[src/rtl/logic_pkg.sv]
// logic_pkg
//   Shared definitions for the logic-unit issue path and the ALU decoder:
//   R-type funct codes for the four logic instructions, the logic unit's
//   2-bit op encoding, and the layout of one buffered issue entry.
//   No ports (package).
package logic_pkg;

  localparam logic [5:0] FUNCT_AND = 6'h24;
  localparam logic [5:0] FUNCT_OR  = 6'h25;
  localparam logic [5:0] FUNCT_XOR = 6'h26;
  localparam logic [5:0] FUNCT_NOR = 6'h27;

  typedef enum logic [1:0] {
    OP_NOR = 2'b00,
    OP_AND = 2'b01,
    OP_OR  = 2'b10,
    OP_XOR = 2'b11
  } lop_e;

  typedef struct packed {
    logic [31:0] a;
    logic [31:0] b;
    lop_e        op;
    logic        err;
  } entry_t;

  localparam int ENTRY_W = $bits(entry_t);

  // Illegal functs still produce an entry so they retire in order; the op is
  // forced to NOR only so the unit sees a defined code, its result is ignored.
  function automatic entry_t decode_entry(input logic [31:0] a,
                                          input logic [31:0] b,
                                          input logic [5:0]  funct);
    entry_t e;
    e.a   = a;
    e.b   = b;
    e.op  = OP_NOR;
    e.err = 1'b0;
    case (funct)
      FUNCT_AND: e.op = OP_AND;
      FUNCT_OR:  e.op = OP_OR;
      FUNCT_XOR: e.op = OP_XOR;
      FUNCT_NOR: e.op = OP_NOR;
      default:   e.err = 1'b1;
    endcase
    return e;
  endfunction

endpackage

[src/rtl/logic_op_fifo.sv]
// logic_op_fifo
//   Generic synchronous FIFO with registered storage. The head word is read
//   straight out of the storage array, so rdata never depends on wdata.
//   Ports:
//     clk, rst        rising-edge clock, async active-high reset
//     push, wdata     write request / data (ignored when full)
//     pop             read request (ignored when empty)
//     rdata           head entry (undefined content when empty)
//     full, empty     occupancy flags
module logic_op_fifo #(
  parameter int WIDTH = 8,
  parameter int DEPTH = 4
) (
  input  logic             clk,
  input  logic             rst,
  input  logic             push,
  input  logic [WIDTH-1:0] wdata,
  input  logic             pop,
  output logic [WIDTH-1:0] rdata,
  output logic             full,
  output logic             empty
);

  localparam int PTR_W = $clog2(DEPTH);

  logic [WIDTH-1:0] mem [DEPTH];
  logic [PTR_W-1:0] wr_ptr;
  logic [PTR_W-1:0] rd_ptr;
  logic [PTR_W:0]   count;
  logic             do_push;
  logic             do_pop;

  assign full    = (count == DEPTH[PTR_W:0]);
  assign empty   = (count == '0);
  assign do_push = push && !full;
  assign do_pop  = pop && !empty;
  assign rdata   = mem[rd_ptr];

  // Pointers are exactly log2(DEPTH) bits, so +1 wraps modulo DEPTH.
  always_ff @(posedge clk or posedge rst) begin
    if (rst) begin
      wr_ptr <= '0;
      rd_ptr <= '0;
      count  <= '0;
    end else begin
      if (do_push) wr_ptr <= wr_ptr + 1'b1;
      if (do_pop)  rd_ptr <= rd_ptr + 1'b1;
      case ({do_push, do_pop})
        2'b10:   count <= count + 1'b1;
        2'b01:   count <= count - 1'b1;
        default: count <= count;
      endcase
    end
  end

  // Storage needs no reset: it is only observed through rdata while non-empty.
  always_ff @(posedge clk) begin
    if (do_push) mem[wr_ptr] <= wdata;
  end

endmodule

[src/rtl/logic_op_issue.sv]
// logic_op_issue
//   Issue stage in front of the 32-bit logic unit. Decodes funct on entry,
//   buffers {a, b, op, err} in a FIFO, drives the unit from the FIFO head and
//   captures the unit's combinational result into a registered output.
//   Ports:
//     clk, rst                     clock, async active-high reset
//     in_valid/in_ready            instruction handshake (in_ready = not full)
//     in_a, in_b, in_funct         operands and R-type funct
//     lu_a, lu_b, lu_op            to the logic unit (zero when FIFO empty)
//     lu_out                       combinational result from the logic unit
//     res_valid/res_ready          result handshake
//     res_data, res_zero, res_err  registered result and flags
//     err_count                    saturating count of retired illegal functs
module logic_op_issue
  import logic_pkg::*;
#(
  parameter int DEPTH = 4,
  parameter int ERRW  = 16
) (
  input  logic            clk,
  input  logic            rst,
  input  logic            in_valid,
  output logic            in_ready,
  input  logic [31:0]     in_a,
  input  logic [31:0]     in_b,
  input  logic [5:0]      in_funct,
  output logic [31:0]     lu_a,
  output logic [31:0]     lu_b,
  output logic [1:0]      lu_op,
  input  logic [31:0]     lu_out,
  output logic            res_valid,
  input  logic            res_ready,
  output logic [31:0]     res_data,
  output logic            res_zero,
  output logic            res_err,
  output logic [ERRW-1:0] err_count
);

  entry_t               push_entry;
  entry_t               head;
  logic [ENTRY_W-1:0]   head_raw;
  logic                 fifo_full;
  logic                 fifo_empty;
  logic                 head_valid;
  logic                 retire;

  assign push_entry = decode_entry(in_a, in_b, in_funct);

  // in_ready only looks at full, never at a same-cycle pop, which keeps
  // res_ready out of the input-side timing path.
  assign in_ready = !fifo_full;

  logic_op_fifo #(
    .WIDTH (ENTRY_W),
    .DEPTH (DEPTH)
  ) u_fifo (
    .clk   (clk),
    .rst   (rst),
    .push  (in_valid),
    .wdata (push_entry),
    .pop   (retire),
    .rdata (head_raw),
    .full  (fifo_full),
    .empty (fifo_empty)
  );

  assign head       = entry_t'(head_raw);
  assign head_valid = !fifo_empty;

  assign lu_a  = head_valid ? head.a : 32'd0;
  assign lu_b  = head_valid ? head.b : 32'd0;
  assign lu_op = head_valid ? head.op : OP_NOR;

  assign retire = head_valid && (!res_valid || res_ready);

  always_ff @(posedge clk or posedge rst) begin
    if (rst) begin
      res_valid <= 1'b0;
      res_data  <= '0;
      res_zero  <= 1'b0;
      res_err   <= 1'b0;
      err_count <= '0;
    end else if (retire) begin
      res_valid <= 1'b1;
      if (head.err) begin
        res_data <= '0;
        res_zero <= 1'b0;
        res_err  <= 1'b1;
        if (err_count != '1) err_count <= err_count + 1'b1;
      end else begin
        res_data <= lu_out;
        res_zero <= (lu_out == 32'd0);
        res_err  <= 1'b0;
      end
    end else if (res_valid && res_ready) begin
      // Data and flags intentionally hold their last values.
      res_valid <= 1'b0;
    end
  end

endmodule

[config.mk]
export PLATFORM = sky130hd
export DESIGN_NAME = logic_op_issue
export DESIGN_NICKNAME = d
export VERILOG_FILES = /design/src/rtl/logic_pkg.sv /design/src/rtl/logic_op_fifo.sv /design/src/rtl/logic_op_issue.sv
export SDC_FILE = /design/constraint.sdc
export NUM_CORES = 1
export LEC_CHECK = 0
export BUFFER_PORTS_ARGS = -buffer_cell sky130_fd_sc_hd__buf_2
export CORE_AREA = 10 10 155 215
export CTS_BUF_LIST = sky130_fd_sc_hd__clkbuf_2 sky130_fd_sc_hd__clkbuf_4 sky130_fd_sc_hd__clkbuf_8
export CTS_CLUSTER_SIZE = 8
export DETAILED_ROUTE_END_ITERATION = 8
export DIE_AREA = 0 0 165 225
export HOLD_SLACK_MARGIN = 0.12
export SLEW_MARGIN = 0
export SYNTH_ARGS = -nofsm -noshare
export SYNTH_HDL_FRONTEND = slang
export SYNTH_SLANG_ARGS = --single-unit
[constraint.sdc]
create_clock -name clk -period 5.8 [get_ports clk]
set_input_delay 0.87 -clock clk [delete_from_list [all_inputs] [get_ports clk]]
set_output_delay 0.87 -clock clk [all_outputs]
set_load 0.1 [all_outputs]
==> qor.csv <==
metric,value,unit
status,completed,
Tcrit/Tclk final,66.7,%
Max-slew headroom,26.6,%
# setup viols final,0,
final RePlAce weighted congestion,0.858,
initial antenna violation count,3,
CTS tree,yes,
Routed WL,29000,um
gr ovfl total,0,
HPWL Detailed,18400,um
met3 usage,4.04,%
r2r endpoint,err_count[15],
Yosys reg bits,326,
GR peak layer,met2,
Post-synth top cells,"edfxtp_1 (268), nand2_1 (75), and2_1 (67), mux4_2 (67), dfrtp_1 (58)",
Initial Util,43.3,%
r2r setup slk,2.78,ns
Post-route DRC,0,
RSZ-0062 raised after global routing,no,
Critical Path Sink Type,output pin,
R2R cell count,4,
worst-skew pair later-pin latency,0.59,ns
cell taking the most area after synthesis,edfxtp_1,
FILL cells,2463,
ratio of cells with drive above 1 in the final layout,40.9,%
WHS Path Cells,2,
hold_ws,0.473,ns
first-iteration detailed-routing DRC count,461,
"Buf+Inv Stages, Crit Path",2,
Max clock buf depth,3,
global-route usage over all layers,15.6,%
wire per inst,21.2,um
crit-path cells,buf_4 -> mux4_2 -> and2_1 -> buf_2,
Worst Tran Pin Value,1.10,ns
synthesized cell area,0.0128,sq mm
vias in the first global route,7771,
Total Neg Setup Slack,0,ns
Post-Syn Area per Cell,18.3,sq um
worst setup path category,flop to output pin,
Avg Vias per Cell,5.13,
Synth area leaders,"edfxtp_1 (63%), mux4_2 (12%), dfrtp_1 (11%)",
r2r startpoint,u_fifo.rd_ptr[1],
CP required,4.93,ns
yosys warns,0,
asr flop ratio synth,17.8,%
Final Skew,0.0295,ns
final net count,1059,
"Setup Fix Bufs, Post-CTS",0,
num rows,75,
clock tree sinks,326,
critical-path maximum fanout,36,
depth of the CTS H-tree,2,
Yosys top cell area share,63.1,%
Hold Fails Final Rpt,0,
kind of start point of the critical path,flop,
Top delay family on crit path,flip-flops,
Die Area,0.0371,sq mm
ANT nets after route,0,
via count,7017,
Final Cell Area,0.0153,sq mm
GR Util met1,18.4,%
commonest register cell after synthesis,edfxtp_1,
crit path max-delay cell type,dfrtp_4,
Yosys cell types,39,
number of port buffers,223,
GR Util met2,26.7,%
"EDFF count, synth",268,
Post-Syn Nets,809,
TritonRoute pass-1 iters,4,
HP Class,flop to flop,
cts hold-fix bufs,0,
Mapped Cells,696,
Fmax,259,MHz
Max Cap Viol,0,
largest net degree at the start of global routing,69,
sequential-to-total area share from yosys stat,74.4,%
IO Count,224,
CTS buffer count,50,
WHS Endpoint,res_zero,
Clock Tree Root,clkbuf_8,
critical path arrival,3.00,ns
Worst Hold Launch,res_zero,
post_cts resized,0,
crit path time final,3.87,ns
most common cell in the synthesized netlist,edfxtp_1,
placed cell area,0.0143,sq mm
Final Max Tran Viols,0,
Area Growth Syn to Fin,19.7,%
die height,225,um
Clock transition at path regs,0.06,ns
area of the core,0.0295,sq mm
first-pass GRT wire length,44900,um
"Largest stage delay, worst path",0.91,ns
Chip Width,165,um
[per-layer routing]
layer  part of all wire, %  vias to the layer above  wire length (um)
li1                      -                     3183                 -
met2                    51                      229             14900
met5                     0                        -                 0
met3                   7.2                       54              2090
met4                   2.3                        0               658
met1                    39                     3551             11400
[stage by stage]
stage / util (%) / std cells / worst slack (ns)
2_1_floorplan: - / 696 / 2.37
4_1_cts: 51.8 / 1364 / 1.76
5_1_grt: 51.9 / 1366 / 1.65
6_report: 51.9 / 1367 / 1.93
3_3_place_gp: 48.5 / 1279 / 2.40
3_5_place_dp: 48.5 / 1279 / 2.40
[cell families (layout without fill, tap and decap cells)]
kind of cell | count (synthesis) | after routing | share of synthesized area, %
other | 0 | 3 | 0
flip-flops | 326 | 326 | 74.4
adder cells (fa/ha/maj) | 7 | 7 | 0.745
multiplexers | 72 | 72 | 12.3
AND/OR/NAND/NOR | 195 | 195 | 8.35
AO/OA/AOI/OAI | 33 | 33 | 1.32
buffers and inverters | 43 | 326 | 1.51
XOR/XNOR | 20 | 20 | 1.37
[worst min-delay path, stage by stage (launching register included)]
cell     delay (ns)
dfrtp_1        0.34
nand2_1        0.05
o41ai_1        0.05
[cell type report]
type | instances | area, sq um | area share [%]
Multi-Input combinational cell | 327 | 3090 | 20.2
Timing Repair Buffer | 232 | 1180 | 7.75
Inverter | 9 | 33.8 | 0.221
Tap cell | 385 | 482 | 3.15
Clock buffer | 80 | 945 | 6.18
Antenna cell | 3 | 7.51 | 0.0491
Clock inverter | 5 | 31.3 | 0.205
Sequential cell | 326 | 9510 | 62.2
[flip-flops by register name, summed over array words and instances (netlist names)]
register	flops
res_err	1
u_fifo.wr_ptr	2
res_zero	1
u_fifo.count	3
res_data	32
u_fifo.rd_ptr	2
res_valid	1
u_fifo.mem	268
err_count	16
[cells in the final DEF, fill, tap and decap left out, types with 3 or more instances in the layout]
| cell | synthesis | layout |
|---|---|---|
| edfxtp_1 | 268 | 268 |
| buf_2 | 16 | 223 |
| nand2_1 | 75 | 75 |
| mux4_2 | 67 | 67 |
| and2_1 | 67 | 67 |
| dfrtp_1 | 58 | 56 |
| clkbuf_8 | 0 | 55 |
| o21ai_0 | 28 | 28 |
| clkbuf_4 | 0 | 25 |
| xor2_1 | 15 | 15 |
| nor4_1 | 12 | 12 |
| buf_4 | 1 | 9 |
| inv_1 | 8 | 7 |
| nand3_1 | 6 | 6 |
| nor3_1 | 6 | 6 |
| ha_1 | 6 | 6 |
| xnor2_1 | 5 | 5 |
| nor2_1 | 5 | 5 |
| nand4_1 | 5 | 5 |
| o21ai_1 | 4 | 4 |
| and3_4 | 0 | 4 |
| diode_2 | 0 | 3 |
[worst max path at each step]
stage,start,end,slack (ns),depth (start not counted)
floorplan,u_fifo.count[0],u_fifo.mem[0][0],2.37,3
global placement,u_fifo.rd_ptr[0],lu_b[31],2.40,4
detailed placement,u_fifo.rd_ptr[0],lu_b[29],2.40,4
CTS,u_fifo.rd_ptr[0],lu_b[31],1.76,4
global route,u_fifo.rd_ptr[0],lu_b[20],1.65,4
finish,u_fifo.rd_ptr[0],lu_b[31],1.93,4
Power is left out: the tool's default activity adds up to more than one toggle a clock period on the data nets, which glitch-free logic cannot reach.
